**src/rtl/tweak_load_ctrl_pkg.sv**
```systemverilog
// Shared definitions for the tweak buffer load controller: sequencer
// states and the default word/round geometry of SKINNY-128-384+.
package tweak_pkg;

  localparam int TWEAK_WORDS   = 4;
  localparam int SKINNY_ROUNDS = 40;
  localparam int RND_CNT_W     = 6;

  typedef enum logic [2:0] {
    ST_IDLE,
    ST_LOAD,
    ST_RUN,
    ST_CRCT,
    ST_DONE
  } tweak_state_e;

endpackage

```
**src/rtl/tweak_load_ctrl_cnt.sv**
```systemverilog
// Clear/increment counter with a terminal-count flag. Used by the tweak
// load controller for both the word count and the round index.
module tweak_cnt #(
  parameter int W    = 6,
  parameter int TERM = 39
) (
  input  logic         clk,
  input  logic         rst_n,
  input  logic         clr_i,
  input  logic         inc_i,
  output logic [W-1:0] cnt_o,
  output logic         term_o
);

  logic [W-1:0] cnt_q, cnt_d;

  // Clear wins over increment; otherwise hold.
  always_comb begin
    cnt_d = cnt_q;
    if (clr_i) begin
      cnt_d = '0;
    end else if (inc_i) begin
      cnt_d = cnt_q + 1'b1;
    end
  end

  // Count register.
  always_ff @(posedge clk or negedge rst_n) begin
    if (!rst_n) begin
      cnt_q <= '0;
    end else begin
      cnt_q <= cnt_d;
    end
  end

  assign cnt_o  = cnt_q;
  assign term_o = (cnt_q == W'(TERM));

endmodule

```
**src/rtl/tweak_load_ctrl.sv**
```systemverilog
// Sequencer for the 128-bit tweak serial-to-parallel buffer. Shifts in
// WORDS tweak words (wr), reloads from the core every round (en), then
// loads the corrected tweak once (crct) and pulses done.
// Optional macro TWEAK_CTRL_ABORT_EN adds an abort input that returns
// the sequencer to IDLE from any state.
module tweak_load_ctrl
  import tweak_pkg::*;
#(
  parameter int WORDS  = TWEAK_WORDS,
  parameter int ROUNDS = SKINNY_ROUNDS,
  parameter int CNT_W  = RND_CNT_W
) (
  input  logic             clk,
  input  logic             rst_n,
  input  logic             start,
  input  logic             pdi_valid,
  output logic             pdi_ready,
  output logic             wr,
  output logic             en,
  output logic             crct,
  output logic [CNT_W-1:0] rnd_idx,
  output logic             busy,
  output logic             done
`ifdef TWEAK_CTRL_ABORT_EN
  ,
  input  logic             abort
`endif
);

  localparam int WCNT_W = $clog2(WORDS + 1);

  tweak_state_e state_q;
  logic         busy_q, en_q, crct_q, done_q;
  logic         abort_w;
  logic         accept;
  logic         wterm, rterm;
  logic         wcnt_clr, rcnt_clr, rcnt_inc;
  logic [WCNT_W-1:0] wcnt_unused;

`ifdef TWEAK_CTRL_ABORT_EN
  assign abort_w = abort;
`else
  assign abort_w = 1'b0;
`endif

  // Handshake is only open in LOAD; abort closes it in the same cycle.
  assign pdi_ready = (state_q == ST_LOAD) && !abort_w;
  assign accept    = pdi_ready && pdi_valid;
  assign wr        = accept;

  // Word count lives only across LOAD; it is held at zero elsewhere.
  assign wcnt_clr = (state_q == ST_IDLE) || abort_w || (accept && wterm);

  tweak_cnt #(
    .W    (WCNT_W),
    .TERM (WORDS - 1)
  ) u_word_cnt (
    .clk    (clk),
    .rst_n  (rst_n),
    .clr_i  (wcnt_clr),
    .inc_i  (accept),
    .cnt_o  (wcnt_unused),
    .term_o (wterm)
  );

  // Round index is zero until RUN, saturates at ROUNDS-1 through CRCT and
  // DONE, and is cleared again on the way back to IDLE.
  assign rcnt_clr = (state_q == ST_IDLE) || (state_q == ST_LOAD) ||
                    (state_q == ST_DONE) || abort_w;
  assign rcnt_inc = (state_q == ST_RUN) && !rterm;

  tweak_cnt #(
    .W    (CNT_W),
    .TERM (ROUNDS - 1)
  ) u_rnd_cnt (
    .clk    (clk),
    .rst_n  (rst_n),
    .clr_i  (rcnt_clr),
    .inc_i  (rcnt_inc),
    .cnt_o  (rnd_idx),
    .term_o (rterm)
  );

  // Sequencer FSM; the Moore outputs are registered with the state.
  always_ff @(posedge clk or negedge rst_n) begin
    if (!rst_n) begin
      state_q <= ST_IDLE;
      busy_q  <= 1'b0;
      en_q    <= 1'b0;
      crct_q  <= 1'b0;
      done_q  <= 1'b0;
    end else begin
      en_q   <= 1'b0;
      crct_q <= 1'b0;
      done_q <= 1'b0;
      if (abort_w) begin
        state_q <= ST_IDLE;
        busy_q  <= 1'b0;
      end else begin
        case (state_q)
          ST_IDLE: begin
            if (start) begin
              state_q <= ST_LOAD;
              busy_q  <= 1'b1;
            end
          end
          ST_LOAD: begin
            if (accept && wterm) begin
              state_q <= ST_RUN;
              en_q    <= 1'b1;
            end
          end
          ST_RUN: begin
            if (rterm) begin
              state_q <= ST_CRCT;
              crct_q  <= 1'b1;
            end else begin
              en_q <= 1'b1;
            end
          end
          ST_CRCT: begin
            state_q <= ST_DONE;
            done_q  <= 1'b1;
          end
          ST_DONE: begin
            state_q <= ST_IDLE;
            busy_q  <= 1'b0;
          end
          default: begin
            state_q <= ST_IDLE;
            busy_q  <= 1'b0;
          end
        endcase
      end
    end
  end

  // Abort masks the buffer strobes in the cycle it is raised.
  assign en   = en_q && !abort_w;
  assign crct = crct_q && !abort_w;
  assign done = done_q;
  assign busy = busy_q;

endmodule

```
**config.mk**
```make
export PLATFORM = sky130hd
export DESIGN_NAME = tweak_load_ctrl
export DESIGN_NICKNAME = d
export VERILOG_FILES = /design/src/rtl/tweak_load_ctrl_pkg.sv /design/src/rtl/tweak_load_ctrl_cnt.sv /design/src/rtl/tweak_load_ctrl.sv
export SDC_FILE = /design/constraint.sdc
export NUM_CORES = 1
export LEC_CHECK = 0
export CAP_MARGIN = 20
export CORE_MARGIN = 5
export CORE_UTILIZATION = 30
export CTS_BUF_LIST = sky130_fd_sc_hd__clkbuf_4
export DETAILED_ROUTE_END_ITERATION = 6
export SYNTH_ARGS = -nofsm -noshare
export SYNTH_HDL_FRONTEND = slang
export SYNTH_SLANG_ARGS = --single-unit
```
**constraint.sdc**
```tcl
create_clock -name clk -period 2 [get_ports clk]
set_input_delay 0.3 -clock clk [delete_from_list [all_inputs] [get_ports clk]]
set_output_delay 0.3 -clock clk [all_outputs]
set_load 0.005 [all_outputs]
```
; ---- Word level (Yosys, flattened, before mapping)
; Cells that the tools add are included.
[classes]
n_addsub = 2
n_mux = 16
reduce_logical = 13
n_bitwise = 1
eq_ne = 9
[op_table]
columns = op, count
row1 = $mux 3, 5
row2 = $mux 6, 2
row3 = $pmux 3 s4, 1
row4 = $eq 3x2->1 const B, 3
row5 = $add 6x1->6 const B, 1
row6 = $eq 6x6->1 const B, 1
row7 = $mux 1, 6
row8 = $ne 2x2->1 const B, 2
row9 = $pmux 1 s2, 2
row10 = $reduce_bool 2->1, 2
row11 = $add 3x1->3 const B, 1
row12 = $eq 3x1->1 const B, 1
row13 = $eq 3x3->1 const B, 1
row14 = $logic_and 1x1->1, 3
row15 = $logic_not 3->1, 1
row16 = $logic_or 1x1->1, 3
row17 = $reduce_and 3->1, 1
row18 = $reduce_or 3->1, 1
row19 = $ne 2x1->1 const B, 1
row20 = $reduce_and 2->1, 1
row21 = $logic_not 1->1, 1
row22 = $not 1->1, 1
[totals]
input_bits = 4
out_inout_bits = 12
reg_bits = 16
word_cells = 48

; ---- Depth between registers and ports, before layout
[logic_depth]
ltp_word = 5
ltp_mapped = 5
ltp_nobuf = 5

; ---- By module
; A second synthesis with hierarchy kept.
[unflattened]
cells_unflattened = 69
hier_area_um2 = 763.2
[by_module_without_submodules]
columns = module, instances, seq_area_each_um2, cells_each, area_per_inst_um2
row1 = tweak_load_ctrl, 1, 175.2, 29, 335.3
row2 = tweak_cnt (u_rnd_cnt), 1, 150.1, 28, 286.5
row3 = tweak_cnt (u_word_cnt), 1, 75.1, 12, 141.4

; ---- Least setup slack after synthesis
; Ideal clock, no wire load.
[synth_path]
kind = register to register
start = register state_q[0]
end = register u_rnd_cnt.cnt_q[3] (netlist: u_rnd_cnt.cnt_o[3])
arrival_ps = 1486
setup_time_ps = 78
required_ps = 1922
path_stages_with_launch = 5
path_buffers = 1
path_slack_ps = 436
period_less_slack_ps = 1564
cell_sequence = dfrtp_1 > or3b_1 > clkbuf_2 > or4_1 > a21boi_1
[synth_between]
elab_chain_cells = 4
elab_cells_between_ends = 9
cone_classes = eq/ne: 3 / mux: 1 / reduce/logical: 5
[synth_rtl]
columns = item, line
row1 = "start, declared", tweak_load_ctrl.sv:32  ; tweak_state_e state_q;
row2 = "start signal, assigned", tweak_load_ctrl.sv:87  ; state_q <= ST_IDLE;
row3 = "start signal, assigned", tweak_load_ctrl.sv:97  ; state_q <= ST_IDLE;
row4 = "start signal, assigned", tweak_load_ctrl.sv:103  ; state_q <= ST_LOAD;
row5 = $eq 3x1->1 / $logic_not 3->1 (equally long branches), tweak_load_ctrl.sv:68  ; assign rcnt_clr = (state_q == ST_IDLE) || (state_q == ST_LOAD) ||
row6 = $logic_or 1x1->1 (2 in a row), tweak_load_ctrl.sv:68
row7 = $mux 6 / $reduce_bool 2->1 (equally long branches), n/a
row8 = "end signal, assigned", tweak_load_ctrl_cnt.sv:32  ; cnt_q <= cnt_d;
row9 = "end, declared", tweak_load_ctrl_cnt.sv:15  ; logic [W-1:0] cnt_q, cnt_d;
; Parallel ways exist; a longest one is shown, timed or not.
; A chain may end at the register's enable or synchronous reset.

; ---- Final worst setup path
[layout_path]
start = register state_q[2]
end = output wr
[layout_between]
elab_chain_cells = 2
[layout_rtl]
columns = item, line
row1 = $eq 3x1->1, tweak_load_ctrl.sv:47  ; assign pdi_ready = (state_q == ST_LOAD) && !abort_w;
row2 = $logic_and 1x1->1, tweak_load_ctrl.sv:48  ; assign accept = pdi_ready && pdi_valid;
row3 = "end, declared", tweak_load_ctrl.sv:18  ; output logic wr,
; No other way between the ends.

==> results_tabular.tex <==
\begin{tabular}{lr}
\hline
Metric & Value \\
\hline
\multicolumn{2}{l}{\textbf{Run status}} \\
Run status & finished, final reports clean \\
\multicolumn{2}{l}{\textbf{CTS}} \\
TritonCTS clock tree & yes \\
Buffers from clock root to sink, at most & 2 \\
Number of buffers added by the clock tree synthesis step & 3 \\
Clock transition at the register clock pins on the worst setup and hold paths after CTS & 0.10 ns \\
Setup Buffers After CTS & 0 \\
Sink count of the clock tree & 16 \\
Clock latency on the worst-skew pair & 0.28 ns \\
Hold Buf Count CTS & 0 \\
Post-CTS resize count & 0 \\
Root Buffer & clkbuf\_4 \\
\# H-tree levels & 1 \\
\multicolumn{2}{l}{\textbf{Logic synthesis}} \\
Sequential-to-total area share from yosys stat & 49.5\% \\
Top cell type's share of synthesized area & 49.5\% \\
Number of synthesized register bits & 16 \\
Async set-or-reset flop fraction in the synthesized netlist & 100\% \\
Summed instance area of the synthesized netlist & just over 800 µm² \\
Most numerous cell types in the synthesized netlist & 16 x dfrtp\_1, 7 x nor2\_1, 7 x o21ai\_0, 5 x nand3\_1, 4 x a21oi\_1 \\
Cell type with the largest total area after synthesis & dfrtp\_1 \\
Number of standard cells after synthesis & 81 \\
Net count of the mapped netlist & 88 \\
Most common cell in the synthesized netlist & dfrtp\_1 \\
Number of enable flip-flop cells after synthesis & 0 \\
Synth unique cells & 33 \\
Ys Warns & 0 \\
Syn\_area\_per\_cell & 9.99 µm² \\
Top area cells in the synthesized netlist & dfrtp\_1 49\%, ha\_1 4.6\%, o21ai\_0 4.3\% \\
Primary flip-flop cell chosen by synthesis mapping & dfrtp\_1 \\
\multicolumn{2}{l}{\textbf{Final layout}} \\
Fill count & 258 \\
Post-route cell area & 1050 µm² \\
Core utilization of the finished layout & 41.5\% \\
Antenna diode count & 0 \\
Count of nets after finishing & 109 \\
Area growth syn-to-layout & 29.4\% \\
Fraction of final layout cells with drive strength greater than 1 & a little over a tenth \\
\multicolumn{2}{l}{\textbf{Timing}} \\
Max Slew Vio Count & 0 \\
Final setup TNS & 0 ns \\
Setup-failing EPs final & 0 \\
Final count of hold timing violations & 0 \\
Slew at the pin closest to its max-slew limit & 0.527 ns \\
Worst clock skew & 0.00510 ns \\
Share of the clock period used by the worst path after layout & 92.7\% \\
RSZ-0062 raised after global routing & false \\
Timing-limited maximum frequency & $\sim$540 MHz \\
Slew HR & $\sim$64\% \\
Clock period minus worst slack & 1.85 ns \\
\multicolumn{2}{l}{\textbf{Power}} \\
Power density over the cells & 867 nW/µm² \\
Worst voltage drop across the vdd grid & 0.510 mV \\
Leak pwr & around 0.00045 µW \\
\multicolumn{2}{l}{\textbf{Critical path}} \\
CP Cell Sequence & nor2\_2, and3\_1, clkdlybuf4s50\_1 \\
Minimum setup slack among reg-to-reg paths & 0.32 ns \\
Critical path's slowest cell & clkdlybuf4s50\_1 \\
Worst flop-to-flop path startpoint & state\_q[2]\$\_DFFE\_PN0P\_ \\
Max stage delay on crit path & 0.50 ns \\
Endpoint of the worst-slack reg-to-reg timing path & u\_rnd\_cnt.cnt\_o[3]\$\_DFFE\_PN0P\_ \\
Critical path data required time & approximately 1.7 ns \\
Data arrival at the endpoint of the critical path & 1.55 ns \\
Largest fanout on the critical path & 8 \\
Cell count of the worst reg-to-reg path & 3 \\
Capturing element type of the critical path & primary output \\
Startpoint kind of the worst setup timing path & flop \\
Worst setup path category & reg -> out \\
\multicolumn{2}{l}{\textbf{Route}} \\
Router iterations before antenna repair & 4 \\
Vias per cell & 5.18 \\
Final routed wirelength across all metal layers & between 1.5 and 2 mm \\
Detailed-route DRC error count & 0 \\
Total number of vias & between 600 and 700 \\
DRT antenna net count & 0 \\
Violation count after the first detailed-route iteration & 9 \\
Wire length per cell after detailed routing & 13.0 µm \\
\multicolumn{2}{l}{\textbf{Floorplanning}} \\
Starting density of the core & between 30\% and 40\% \\
Floorplan die area & 3840 µm² \\
Top-Level Pins & 16 \\
Die extent in y & $\sim$62 µm \\
Number of cell rows & 18 \\
Core Box Area & between 2000 and 3000 µm² \\
Chip Width & 61.9 µm \\
\multicolumn{2}{l}{\textbf{Flow run}} \\
Number of maximum-capacitance violations & 0 \\
\multicolumn{2}{l}{\textbf{Place}} \\
Placed cell areas & 1020 µm² \\
Routability congestion estimate from global placement & approximately 0.77 \\
Buffers on Ports & 15 \\
Hpwl dp & approximately 1.2 mm \\
\multicolumn{2}{l}{\textbf{Global routing}} \\
Wire length of the first global-routing pass & 2.84 mm \\
Via count of the first global-routing pass & $\sim$650 \\
Pin count of the biggest net entering global routing & 17 \\
Antenna violations before repair & 0 \\
GR Overflow Total & 0 \\
Global-route usage over all layers & between 9 and 10\% \\
\multicolumn{2}{l}{\textbf{Hold path}} \\
Hold WC Path Type & in -> async \\
\hline
\end{tabular}
[worst max-delay path: cells and delay by family, from the launching register on]
| family | cells | cell delay [ns] |
|---|---|---|
| buffers and inverters | 1 | 0.50 |
| DFF | 1 | 0.48 |
| and+or+nand+nor | 2 | 0.31 |
[cells in the final DEF, fill, tap and decap left out, types with 2 or more instances in the layout]
master            n
a21oi_1           4
a22o_1            2
buf_4             5
clkbuf_4          3
clkdlybuf4s50_1  15
dfrtp_1          16
ha_1              3
inv_1             3
nand2_1           3
nand2b_1          2
nand3_1           5
nand4b_1          2
nor2_1            6
o21ai_0           7
o311ai_0          3
or3_1             2
[kinds of logic (layout without fill, tap and decap cells)]
kind of cell / Yosys count / after routing / share of synthesized area [%]
AND/OR/NAND/NOR: 31 / 31 / 22.1
AO/OA/AOI/OAI: 23 / 23 / 19.0
flip-flops: 16 / 16 / 49.5
buffers and inverters: 7 / 27 / 3.40
adder cells (fa/ha/maj): 3 / 3 / 4.64
multiplexers: 1 / 1 / 1.39
[power breakdown]
group	switching [µW]	leakage, µW	total, µW	internal (µW)
combinational	139	0.000226	317	177
clock	101	0.0000154	174	72.3
sequential	38.7	0.000212	418	379
total	280	0.000453	908	629
[flip-flops by register name, indices dropped and copies added, names as in the netlist]
signal and flops:
en 1, done 1, crct 1, u_word_cnt.cnt_o 3, u_rnd_cnt.cnt_o 6, busy 1, state_q 3
[per-stage QoR]
stage / setup slack, ns / instances / hold WS [ns] / total power [µW]
6_report: 0.146 / 131 / 0.326 / 908
5_1_grt: 0.0472 / 131 / 0.334 / 983
4_1_cts: 0.0870 / 131 / 0.327 / 924
3_5_place_dp: 0.285 / 127 / 0.501 / 744
3_3_place_gp: 0.301 / 127 / 0.481 / 737
2_1_floorplan: 0.436 / 81 / 0.00441 / 606
[metal layers]
layer | track usage, % | vias up | wire [µm]
met5 | 0 | - | 0
met4 | 3.03 | 0 | 12
met3 | 3.10 | 2 | 71
met2 | 15.2 | 14 | 797
met1 | 13.1 | 319 | 822
li1 | - | 344 | -
[area by class of cell]
| class | instances | area (µm²) | share of cell area, % |
|---|---|---|---|
| tap | 30 | 37.5 | 3.58 |
| multi-input combinational | 58 | 384 | 36.7 |
| inverter | 3 | 11.3 | 1.08 |
| clock buffer | 3 | 22.5 | 2.15 |
| timing repair buffer | 20 | 188 | 17.9 |
| sequential | 16 | 400 | 38.2 |
| clock inverter | 1 | 3.75 | 0.358 |
[worst max path at each step]
stage	end	cells after the start	start	slack [ns]
after floorplan	u_rnd_cnt.cnt_o[3]$_DFFE_PN0P_	4	state_q[0]$_DFFE_PN0P_	0.44
after global placement	wr	3	pdi_valid	0.30
after detailed placement	wr	3	pdi_valid	0.28
after CTS	wr	3	state_q[2]$_DFFE_PN0P_	0.09
after global routing	wr	3	state_q[2]$_DFFE_PN0P_	0.05
final	wr	3	state_q[2]$_DFFE_PN0P_	0.15
Power figures use the tool's default switching activity.
